**config.mk**
```make
export PLATFORM = sky130hd
export DESIGN_NAME = cond_flag_unit
export DESIGN_NICKNAME = d
export VERILOG_FILES = /design/src/rtl/cond_flag_unit.sv
export SDC_FILE = /design/constraint.sdc
export NUM_CORES = 1
export LEC_CHECK = 0
export ABC_AREA = 1
export CAP_MARGIN = 30
export CORE_ASPECT_RATIO = 0.8
export CORE_MARGIN = 2
export CORE_UTILIZATION = 25
export CTS_BUF_LIST = sky130_fd_sc_hd__clkbuf_4 sky130_fd_sc_hd__clkbuf_8 sky130_fd_sc_hd__clkbuf_16
export CTS_CLUSTER_DIAMETER = 120
export CTS_CLUSTER_SIZE = 28
export DETAILED_ROUTE_END_ITERATION = 10
export GPL_ROUTABILITY_DRIVEN = 0
export PLACE_DENSITY = 0.52
export SLEW_MARGIN = 20
export SYNTH_ARGS = -nofsm -noshare
export SYNTH_HDL_FRONTEND = slang
export SYNTH_SLANG_ARGS = --single-unit
```
**constraint.sdc**
```tcl
create_clock -name clock -period 2.45 [get_ports clock]
set_input_delay 0.49 -clock clock [delete_from_list [all_inputs] [get_ports clock]]
set_output_delay 0.49 -clock clock [all_outputs]
set_load 0.1 [all_outputs]
```
**src/rtl/cond_flag_unit.sv**
```systemverilog
// cond_flag_unit: pipelined branch-condition flag.
//   Stage 1 captures busOut and the C2 condition field on a CONin edge.
//   Stage 2 evaluates the captured operands one edge later and registers the
//   result in conditionMet, pulsing con_valid alongside each update.
// Ports:
//   clock        - system clock, rising edge
//   clear        - asynchronous active-high reset
//   busOut       - bus value under test (sign bit = DATA_W-1)
//   C2           - condition code field
//   CONin        - capture strobe
//   conditionMet - registered condition result, held between evaluations
//   con_valid    - one-cycle pulse per conditionMet update
//   cond_err     - sticky flag, set when a reserved code is evaluated
//   eval_count   - saturating count of evaluations
//   taken_count  - saturating count of evaluations that returned 1
module cond_flag_unit #(
  parameter int unsigned DATA_W = 32,
  parameter int unsigned CNT_W  = 16
) (
  input  logic              clock,
  input  logic              clear,
  input  logic [DATA_W-1:0] busOut,
  input  logic [3:0]        C2,
  input  logic              CONin,
  output logic              conditionMet,
  output logic              con_valid,
  output logic              cond_err,
  output logic [CNT_W-1:0]  eval_count,
  output logic [CNT_W-1:0]  taken_count
);

  typedef enum logic [3:0] {
    COND_ZERO   = 4'b0000,
    COND_NZERO  = 4'b0001,
    COND_PLUS   = 4'b0010,
    COND_MINUS  = 4'b0011,
    COND_GT     = 4'b0100,
    COND_LE     = 4'b0101,
    COND_ALWAYS = 4'b0110,
    COND_NEVER  = 4'b0111
  } cond_e;

  logic [DATA_W-1:0] bus_q;
  logic [3:0]        c_q;
  logic              pend_q;
  logic              met_q, met_d;
  logic              valid_q;
  logic              err_q, err_d;
  logic [CNT_W-1:0]  eval_q, eval_d;
  logic [CNT_W-1:0]  taken_q, taken_d;

  logic              zero, neg, result;

  // Condition evaluation on the captured operands only.
  always_comb begin
    zero   = (bus_q == '0);
    neg    = bus_q[DATA_W-1];
    result = 1'b0;
    if (!c_q[3]) begin
      case (cond_e'(c_q))
        COND_ZERO:   result = zero;
        COND_NZERO:  result = !zero;
        COND_PLUS:   result = !neg;
        COND_MINUS:  result = neg;
        COND_GT:     result = !neg && !zero;
        COND_LE:     result = neg || zero;
        COND_ALWAYS: result = 1'b1;
        COND_NEVER:  result = 1'b0;
        default:     result = 1'b0;
      endcase
    end
  end

  // Next-state for the stage-2 outputs; everything holds unless pend_q.
  always_comb begin
    met_d   = met_q;
    err_d   = err_q;
    eval_d  = eval_q;
    taken_d = taken_q;
    if (pend_q) begin
      met_d = result;
      if (c_q[3])
        err_d = 1'b1;
      if (eval_q != '1)
        eval_d = eval_q + CNT_W'(1);
      if (result && (taken_q != '1))
        taken_d = taken_q + CNT_W'(1);
    end
  end

  always_ff @(posedge clock or posedge clear) begin
    if (clear) begin
      bus_q   <= '0;
      c_q     <= '0;
      pend_q  <= 1'b0;
      met_q   <= 1'b0;
      valid_q <= 1'b0;
      err_q   <= 1'b0;
      eval_q  <= '0;
      taken_q <= '0;
    end else begin
      if (CONin) begin
        bus_q <= busOut;
        c_q   <= C2;
      end
      pend_q  <= CONin;
      met_q   <= met_d;
      valid_q <= pend_q;
      err_q   <= err_d;
      eval_q  <= eval_d;
      taken_q <= taken_d;
    end
  end

  assign conditionMet = met_q;
  assign con_valid    = valid_q;
  assign cond_err     = err_q;
  assign eval_count   = eval_q;
  assign taken_count  = taken_q;

endmodule

```
=== Yosys cells after proc, flatten, opt, wreduce, memory -nomap -nowiden ===
Cells that the tools add are included.

* Add/sub/neg operators: 2
* Equality and inequality tests: 8
* Mux-type cells: 2
* Reductions and logical operators: 10

{| class="wikitable"
|+ Operators with widths
! kind !! number
|-
| 16-bit by 1-bit adder with 16-bit output, second input constant || 2
|-
| 32-bit zero test || 1
|-
| 16-bit != test, second input constant || 2
|-
| 4-bit by 3-bit equality test with 1-bit output, second input constant || 3
|-
| 4-bit by 2-bit equality test with 1-bit output, second input constant || 2
|-
| 1-bit one-hot mux with 7 select lines || 1
|-
| 2-bit AND reduction || 3
|-
| 4-bit by 1-bit equality test with 1-bit output, second input constant || 1
|-
| 4-bit zero test || 1
|-
| 1-bit logical AND || 2
|-
| 1-bit zero test || 2
|-
| 1-bit logical OR || 1
|-
| 1-bit two-way mux || 1
|}

* Register bits after elaboration: 72
* Bits of input ports: 39
* Output and inout port bits: 35
* Logic and storage cells: 30

=== Logic depth before layout (Yosys ltp) ===
Gate-level depths: netlist of the first run.

* Depth after elaboration: 7
* Gate-level depth with buffers: 12
* Depth with buffers taken out: 11

=== Worst setup path before layout of the first run ===
No wires, ideal clock.

* Kind: register to register
* From: reg taken_q[0], in the netlist taken_count[0]
* To: reg taken_q[3], in the netlist taken_count[3]
* Setup time: 0.067 ns
* Arrival time: 2.531 ns
* Required time: 2.383 ns
* Slack: -0.149 ns
* Stages on the path, launching flop included: 11
* Buffers on the path: 1
* Period minus slack after synthesis: 2.599 ns
* Cells stage by stage: dfrtp_1 -> ha_1 -> nand3_1 -> nor3_2 -> nand2_2 -> nor3_4 -> nand4_4 -> nand3_2 -> buf_6 -> nand2_1 -> nand2_1

* Longest elaborated chain between the ends: 3
* Elaborated cells on any way between the ends: 4
* Those cells by class: 1 x add/sub; 1 x eq/ne; 2 x reduce/logical

{| class="wikitable"
|+ RTL lines
! element !! line !! RTL
|-
| start: declaration || 50 || <nowiki>logic [CNT_W-1:0] taken_q, taken_d;</nowiki>
|-
| start signal: assignment || 111 || <nowiki>taken_q <= taken_d;</nowiki>
|-
| branches (longest 3 deep; another with 16-bit by 1-bit adder with 16-bit output) || n/a ||
|}

Several ways; the timed one is not identified.
A chain may end at the register's enable or synchronous reset.

=== Worst setup path after layout of the first run ===
* From: reg taken_q[0], in the netlist taken_count[0]
* To: reg taken_q[12], in the netlist taken_count[12]

The elaborated chain is that of the path after synthesis.

==> results of run 1 <==
[area by class of cell]
cell class | instances | area, µm²
Clock buffer | 10 | 239
Clock inverter | 5 | 57.6
Fill cell | 1386 | 8850
Inverter | 22 | 82.6
Multi-Input combinational cell | 246 | 1480
Sequential cell | 72 | 1800
Tap cell | 180 | 225
Timing Repair Buffer | 80 | 716
[routing by layer]
layer	GRT usage	part of all wire	up-vias
met5	0	0	-
met4	0.0323	0.011	0
met3	0.0436	0.067	8
met2	0.177	0.44	66
met1	0.146	0.48	1251
li1	-	-	1316
[worst paths after layout]
kind	slack, ns	cells past startpoint	endpoint	startpoint
worst max-delay path	0.37	9	taken_count[12]	taken_count[0]
worst min register to register	0.46	1	cond_err	cond_err
worst min-delay path	0.46	1	cond_err	cond_err
min in group asynchronous	0.52	2	eval_count[14]	clear
max in group asynchronous	1.35	3	bus_q[3]	clear
worst max register to register	0.37	9	taken_count[12]	taken_count[0]
[logic make-up (layout without fill, tap and decap cells)]
| family | Yosys count | after routing | synth area share |
|---|---|---|---|
| muxes | 31 | 31 | 0.102 |
| DFF | 72 | 72 | 0.529 |
| buffers and inverters | 32 | 117 | 0.0378 |
| xor gates and xnor gates | 29 | 29 | 0.0745 |
| AOI/OAI and AO/OA | 11 | 11 | 0.0169 |
| and+or+nand+nor | 173 | 173 | 0.232 |
| adders and majority gates | 2 | 2 | 0.00734 |
[cells in the final DEF, fill, tap and decap left out, drive strengths merged, types with 16 or more instances in the layout]
master,instances
buf,43
clkdlybuf4s50,37
dfrtp,72
inv,22
mux2,31
nand2,82
nand3,16
nand4,20
nor2,40
xor2,19
[where the power goes]
group	leakage, nW	internal, mW	switching [mW]
registers	0.898	1.34	0.139
clock network	0.137	0.807	0.481
logic	1.04	0.308	0.841
total	2.08	2.45	1.46
[stage by stage]
step | instances | setup TNS, ns
after floorplan | 350 | -0.0513
after global placement | 600 | 0
after detailed placement | 600 | 0
after CTS | 615 | 0
after global routing | 615 | 0
final | 615 | 0
[worst register-to-register path, stage by stage (launching register included)]
cell	delay [ns]
dfrtp_2	0.39
ha_1	0.21
nand3_1	0.16
nor3_2	0.24
nand2_2	0.11
nor3_4	0.17
nand4_4	0.23
nand3_2	0.34
nand2_1	0.09
nand2_1	0.07
[flip-flops by register name, indices dropped and copies added, names as in the netlist]
signal        count
c_q               4
con_valid         1
bus_q            32
taken_count      16
conditionMet      1
eval_count       16
cond_err          1
pend_q            1
==> impl_results.md, run 1 <==
- Status: finished clean
- Final hold vios: 0
- # Max-Cap Violations: 0
- Final worst slack: about 0.37 ns
- Post-synthesis cell type count: 27
- Design area: ~4600 µm²
- Global route overflow: 0
- Initial core utilization: 0.253
- PnR Total Power: 3.91 mW
- Peak VDD IR: between 0.7 and 0.8 mV
- IO Port Bufs: 73
- Starting DRT DRC Count: between 100 and 150
- Die Span Y: roughly 110 µm
- Synth top area share: 0.529
- Buffer depth of the longest clock path: 2
- Crit path DAT: about 2.3 ns
- Hold WS: about 0.46 ns
- TritonCTS Buffers: 9
- Yosys top cell by area: dfrtp_1
- Warnings, synthesis: 0
- HPWL Detailed: around 5.5 mm
- Share of cells above drive strength 1: 0.230
- Cts hold-fix bufs: 0
- Syn_area_per_cell: slightly below 10 µm²
- Root Driver: clkbuf_16
- Drt first pass iters: 4
- Slew margin rel.: 0.478
- Drt via density: between 4 and 5
- First-pass GRT wire length: between 10 and 15 mm
- Worst path required time: ~2.7 ns
- Largest net degree at the start of global routing: 39
- Startpoint types: flop
- Final WL: about 7.5 mm
- CP cell instances: ha_1, nand3_1, nor3_2, nand2_2, nor3_4, nand4_4, nand3_2, nand2_1, nand2_1
- Wirelength per Cell: between 10 and 15 µm
- Post-layout min period: ~2.1 ns
- CP delay by family, top: simple AND/OR/NAND/NOR gates
- CP bufs+invs: 0
- Area growth, synth to finish: 35.0%
- Worst setup path class: flop to flop
- Lkg Pwr: ~2.1 nW
- PwrDens: between 800 and 900 nW/µm²
- Post-Syn Nets: approximately 400
- Most frequent CP cell: nand2_1
- Clock Skew: about 0.0041 ns
- Diodes inserted: 0
- Setup Fix Bufs, Post-CTS: 0
- Synth top cells by count: nand2_1 (81), dfrtp_1 (72), nor2_1 (39)
- Post-synth ARST share: 1.00
- Clock Latency Late Sink: ~0.32 ns
- CTS clk-pin slew, worst paths: around 0.06 ns
- EDFF count, synth: 0
- Most common cell in the netlist: nand2_1
- I/O pin cnt: 74
- Vias in the first global route: ~2.7k
- Rows: 38
- F_max: between 0.4 and 0.5 GHz
- Period utilization: 0.848
- Worst Path Max Fanout: 16
- Antenna-violating nets left: 0
- CP max stage delay: 0.39 ns
- Finished Core Util: 0.342
- Post-synthesis sequential area ratio: 0.529
- Area contributors post-synth: dfrtp_1 (53%), mux2_2 (10%), nand2_1 (8.9%)
- GRT Total Usage: 0.113
- DRC Markers: 0
- Clk sinks: 72
- H-tree levels: 3
- Flops & latches, synth: ~70
- Gate Count Post-Synth: between 300 and 400
- Via Count: 2641
- CP max stage cell: dfrtp_2
- Crit path capture type: flop
- Core Footprint: approximately 13000 µm²
- Unrepaired setup endpoints after global routing: false
- Final #Nets: approximately 470
- Least-Margin Pin Slew: 0.783 ns
- Synth Flop Type: dfrtp_1
- Initial antenna violation count: 0
- Post-CTS resize count: 0
- Area post-placement: roughly 4300 µm²
- Setup violators final: 0
- Die X-Extent: approximately 130 µm
- Post-Syn Area: around 3400 µm²
- Worst hold path class: flop to flop
- Setup WS pre-CTS: 0.397 ns
- Die ar.: about 15000 µm²
- CTS tree: built
- Fin. max-slew vios: 0
Power figures use the tool's default switching activity.
==> run 2, diff against run 1 <==
Settings changed: PLACE_DENSITY 0.52 to 0.5.
Clock period 2.45 ns to 2.05 ns, I/O delays scaled along.
==> run 2 against run 1 <==
Compared with the run above: fmax up 14%; non-clock buffer count up 2; global-route usage up 0.40 points; register-to-register slack worse by 0.14 ns; die area unchanged; routed wire length up 4.5%; worst hold slack about the same; critical endpoint is now eval_count[14]; largest power group unchanged.
==> impl_results.md, run 2 (synthesized netlist as in run 1, its figures left out) <==
- Cts hold-fix bufs: 0 (unchanged)
- Buffer depth of the longest clock path: 2 (unchanged)
- Startpoint types: flop
- Area post-placement: 4440 µm² (+3.0%)
- Final WL: 7.80 mm (+4.5%)
- Wirelength per Cell: 12.6 µm (+4.0%)
- Die Span Y: 108 µm (unchanged)
- R2R Path Start: eval_count[0]
- Via Count: 2608 (-1.2%)
- Finished Core Util: 0.353 (+0.0113)
- Crit path capture type: flop
- Reg2reg setup slack: 0.23 ns (-0.14 ns)
- CTS tree: built
- Clock Latency Late Sink: 0.33 ns (about the same)
- Clk sinks: 72 (unchanged)
- Diodes inserted: 0 (unchanged)
- Area growth, synth to finish: 39.5%
- Status: finished clean
- Hold EP: cond_err
- CTS clk-pin slew, worst paths: 0.06 ns (about the same)
- Largest net degree at the start of global routing: 73 (+87%)
- Core Footprint: 13500 µm² (unchanged)
- Drt via density: 4.22 (-1.7%)
- Peak VDD IR: 0.678 mV (-8.6%)
- I/O pin cnt: 74 (unchanged)
- Worst Path Max Fanout: 5 (-11)
- CP delay by family, top: simple AND/OR/NAND/NOR gates
- H-tree levels: 3 (unchanged)
- HPWL Detailed: 5.65 mm (+3.6%)
- Root Driver: clkbuf_16
- Post-CTS resize count: 0 (unchanged)
- Antenna-violating nets left: 0 (unchanged)
- # Max-Cap Violations: 0 (unchanged)
- First-pass GRT wire length: 13.2 mm (+1.6%)
- Die X-Extent: 135 µm (unchanged)
- Initial antenna violation count: 0 (unchanged)
- Design area: 4750 µm² (+3.3%)
- Setup Fix Bufs, Post-CTS: 0 (unchanged)
- Final #Nets: 474 (+0.42%)
- Worst setup path class: flop to flop
- Share of cells above drive strength 1: 0.297 (+0.0669)
- TritonCTS Buffers: 9 (unchanged)
- Vias in the first global route: 2599 (-2.4%)
- Initial core utilization: 0.253 (unchanged)
- CP cell instances: ha_1, nand3_1, nor2_1, nand4_1, nand2_1, nor2_1, nand2_1, nor3_1, xor2_1
- CP max stage delay: 0.43 ns (+0.04 ns)
- Post-layout min period: 1.82 ns (-0.258 ns)
- Slew margin rel.: 0.746 (+0.268)
- Drt first pass iters: 4 (unchanged)
- Lkg Pwr: 2.08 nW (+0.33%)
- Crit path DAT: 2.08 ns (-0.26 ns)
- Global route overflow: 0 (unchanged)
- Rows: 38 (unchanged)
- Worst hold path class: flop to flop
- Fin. max-slew vios: 0 (unchanged)
- Most frequent cells in the layout: nand2_1 (81), dfrtp_1 (46), buf_4 (39)
- Max reg flops: 32 (unchanged)
- Die ar.: 14600 µm² (unchanged)
- Least-Margin Pin Slew: 0.381 ns (-0.402 ns)
- Period utilization: 0.888 (+0.0399)
- F_max: 0.549 GHz (+14%)
- Hold_sp: cond_err
- Final hold vios: 0 (unchanged)
- Reg2reg path depth: 9 (unchanged)
- PwrDens: 1010 nW/µm² (+19%)
- Biggest register: bus_q
- IO Port Bufs: 73 (unchanged)
- GRT Total Usage: 0.117 (+0.00405)
- Clock Skew: 0.00394 ns (-0.000155 ns)
- Starting DRT DRC Count: 85 (-17%)
- CP max stage cell: dfrtp_2
- Commonest non-fill, non-tap cell in the layout: nand2_1
- DRC Markers: 0 (unchanged)
- CP bufs+invs: 0 (unchanged)
- Worst path required time: 2.31 ns (-0.40 ns)
- Worst reg2reg path endpoint: eval_count[14]
- Hold path cells: 1 (unchanged)
- Setup violators final: 0 (unchanged)
run 2: worst max path at each step:
stage	from	to	cells after the start
2_1_floorplan	taken_count[0]	taken_count[3]	10
3_3_place_gp	bus_q[8]	taken_count[12]	10
3_5_place_dp	bus_q[8]	taken_count[9]	10
4_1_cts	bus_q[8]	taken_count[13]	10
5_1_grt	bus_q[19]	taken_count[11]	11
6_report	eval_count[0]	eval_count[14]	9
run 2: power breakdown:
group	switching [mW]	internal, mW	total [mW]	leakage [nW]
logic	1.02	0.388	1.40	1.08
clock network	0.602	1.00	1.61	0.148
registers	0.187	1.62	1.81	0.861
total	1.80	3.01	4.82	2.08
run 2: layout make-up:
cell class                      count  area, µm²
Fill cell                        1340       8700
Sequential cell                    72       1840
Multi-Input combinational cell    246       1530
Timing Repair Buffer               82        768
Clock buffer                       11        253
Tap cell                          180        225
Inverter                           22       86.3
Clock inverter                      5       55.1
run 2: per-layer routing:
layer | vias to the layer above | global-route usage | share of wire | wire (µm)
li1 | 1321 | - | - | -
met1 | 1219 | 0.158 | 0.50 | 3870
met2 | 59 | 0.167 | 0.42 | 3250
met3 | 9 | 0.0511 | 0.076 | 589
met4 | 0 | 0.0406 | 0.012 | 93
met5 | - | 0 | 0 | 0
run 2: per-stage QoR:
step	power [mW]	instances	setup TNS (ns)	hold slack, ns	setup slack [ns]
3_5_place_dp	3.25	602	0	0.449	0.190
4_1_cts	4.89	618	0	0.462	0.180
3_3_place_gp	3.23	602	0	0.445	0.213
2_1_floorplan	2.87	350	0	0.441	0.00147
5_1_grt	5.06	618	-0.00567	0.469	-0.00567
6_report	4.82	618	0	0.458	0.229
run 2: worst reg2reg max path: stages (launching register included):
cell	delay, ns
dfrtp_2	0.43
ha_1	0.21
nand3_1	0.10
nor2_1	0.05
nand4_1	0.06
nand2_1	0.13
nor2_1	0.25
nand2_1	0.15
nor3_1	0.20
xor2_1	0.16
==> run 3, diff against run 2 <==
Settings changed: GPL_TIMING_DRIVEN from default to 0.
==> run 3 against run 2 <==
Compared with the run above: first-iteration DRC count is 3.5% higher; clock-buffer cell count unchanged; routed wire length rose by 4.8%; non-clock buffer count up 5; design area rose by 0.84%; global-route usage rose by 0.43 points; clock skew is 0.0019 ns higher; critical endpoint is now eval_count[15]; total power fell by 0.90%.
==> impl_results.md, run 3 (synthesized netlist as in run 1, its figures left out) <==
- Vias in the first global route: 2737 (+5.3%)
- Core Footprint: 13500 µm² (unchanged)
- Max reg flops: 32 (unchanged)
- Status: finished clean
- Peak VDD IR: 0.609 mV (-10%)
- Initial core utilization: 0.253 (unchanged)
- Fillers: 1357 (+1.3%)
- CTS clk-pin slew, worst paths: 0.06 ns (about the same)
- Slew margin rel.: 0.339 (-0.408)
- Share of cells above drive strength 1: 0.228 (-0.0688)
- Buffer depth of the longest clock path: 2 (unchanged)
- CP max stage delay: 0.87 ns (+0.44 ns)
- Clock Skew: 0.00587 ns (+0.00192 ns)
- Global route overflow: 0 (unchanged)
- Largest net degree at the start of global routing: 29 (-60%)
- R2R Path Start: taken_count[0]
- HPWL Detailed: 6.21 mm (+9.9%)
- CP bufs+invs: 1 (+1)
- Die X-Extent: 135 µm (unchanged)
- Diodes inserted: 0 (unchanged)
- Wirelength per Cell: 13.1 µm (+4.0%)
- Least-Margin Pin Slew: 0.996 ns (+0.615 ns)
- PnR Total Power: 4.77 mW (-0.90%)
- Hold WS: 0.447 ns (-0.0103 ns)
- Startpoint types: flop
- Final WL: 8.17 mm (+4.8%)
- Initial antenna violation count: 0 (unchanged)
- Die ar.: 14600 µm² (unchanged)
- Worst path required time: 1.64 ns (-0.67 ns)
- PwrDens: 996 nW/µm² (-1.7%)
- Area growth, synth to finish: 40.6%
- Root Driver: clkbuf_16
- Die Span Y: 108 µm (unchanged)
- Rows: 38 (unchanged)
- Clock Latency Late Sink: 0.33 ns (about the same)
- Lkg Pwr: 2.10 nW (+0.56%)
- F_max: 0.498 GHz (-9.4%)
- GRT Total Usage: 0.122 (+0.00434)
- CP delay by family, top: buffers and inverters
- Period utilization: 0.980 (+0.0916)
- Worst Path Max Fanout: 3 (-2)
- Most frequent cells in the layout: nand2_1 (81), dfrtp_1 (46), nor2_1 (38), clkdlybuf4s50_1 (38), mux2_2 (31)
- Crit path DAT: 1.60 ns (-0.48 ns)
- Sequential cell area: 1840 µm² (unchanged)
- Biggest register: bus_q
- Antenna-violating nets left: 0 (unchanged)
- Setup WS pre-CTS: -0.108 ns (-0.298 ns)
- Final worst slack: 0.0415 ns (-0.188 ns)
- H-tree levels: 3 (unchanged)
- TritonCTS Buffers: 9 (unchanged)
- CTS tree: built
- Starting DRT DRC Count: 88 (+3.5%)
- Setup violators final: 0 (unchanged)
- Final hold vios: 0 (unchanged)
- Commonest non-fill, non-tap cell in the layout: nand2_1
- Worst hold path class: flop to flop
- Drt first pass iters: 4 (unchanged)
- Worst setup path class: flop to primary output
- I/O pin cnt: 74 (unchanged)
- IO Port Bufs: 73 (unchanged)
- Clk sinks: 72 (unchanged)
- CP cell instances: dlygate4sd2_1
- Crit path capture type: primary output
- First-pass GRT wire length: 13.6 mm (+2.7%)
- Post-layout min period: 2.01 ns (+0.188 ns)
- DRC Markers: 0 (unchanged)
- # Max-Cap Violations: 0 (unchanged)
- Hold_sp: cond_err
- CP max stage cell: dlygate4sd2_1
- Critical Path Start: eval_count[15]
- Via Count: 2662 (+2.1%)
- Cts hold-fix bufs: 0 (unchanged)
- Fin. max-slew vios: 0 (unchanged)
- Drt via density: 4.27 (+1.3%)
- Final #Nets: 479 (+1.1%)
- Finished Core Util: 0.356 (+0.00298)
- Multi-input logic area: 1530 µm² (unchanged)
## run 3: cell types whose count changed in the layout (fill, tap and decap cells not counted), moves of 2 or more
cell	delta
buf_12	-4
buf_4	-36
buf_6	+2
clkbuf_1	+6
clkbuf_2	+3
clkbuf_4	+2
clkbuf_8	-2
clkdlybuf4s15_1	+7
clkdlybuf4s15_2	+6
dlygate4sd2_1	+19
## run 3: layout make-up
cell class	instances	area share
Timing Repair Buffer	77	0.159
Clock inverter	5	0.0120
Sequential cell	72	0.384
Tap cell	180	0.0470
Multi-Input combinational cell	246	0.318
Buffer	10	0.0117
Clock buffer	11	0.0501
Inverter	22	0.0180
## run 3: power breakdown
group,leakage (nW),internal (mW),switching (mW)
Sequential,0.861,1.62,0.188
Clock,0.139,0.967,0.603
Combinational,1.10,0.376,1.02
## run 3: layer usage
metal | global-route usage | wire (µm) | part of all wire
met4 | 0.0451 | 106 | 0.013
met3 | 0.0492 | 556 | 0.068
met5 | 0 | 0 | 0
met1 | 0.154 | 3930 | 0.48
met2 | 0.188 | 3580 | 0.44
## run 3: path summary, 6_finish.rpt
kind | end | slack [ns] | cells after the start
worst min-delay path | cond_err | 0.45 | 1
min in group asynchronous | eval_count[12] | 0.52 | 2
max in group asynchronous | bus_q[2] | 1.00 | 3
worst min register to register | cond_err | 0.45 | 1
worst max-delay path | eval_count[15] | 0.04 | 1
worst max register to register | taken_count[6] | 0.18 | 10
## run 3: through the flow
stage / TNS [ns] / cell area, µm² / std cells
2_1_floorplan: 0 / 3490 / 350
4_1_cts: 0 / 4770 / 621
3_3_place_gp: -12.88 / 4450 / 603
5_1_grt: -0.0640 / 4790 / 623
6_report: 0 / 4790 / 623
3_5_place_dp: -2.94 / 4500 / 605
## run 3: timing repair
| item | CTS | global route |
|---|---|---|
| buffers inserted | 0 | 2 |
| pin swaps | 0 | 2 |
| gates cloned | 0 | 0 |
| endpoints found under the setup margin | 45 | 20 |
| endpoints found under the hold margin | 0 | 0 |
| gates resized for setup | 53 | 14 |
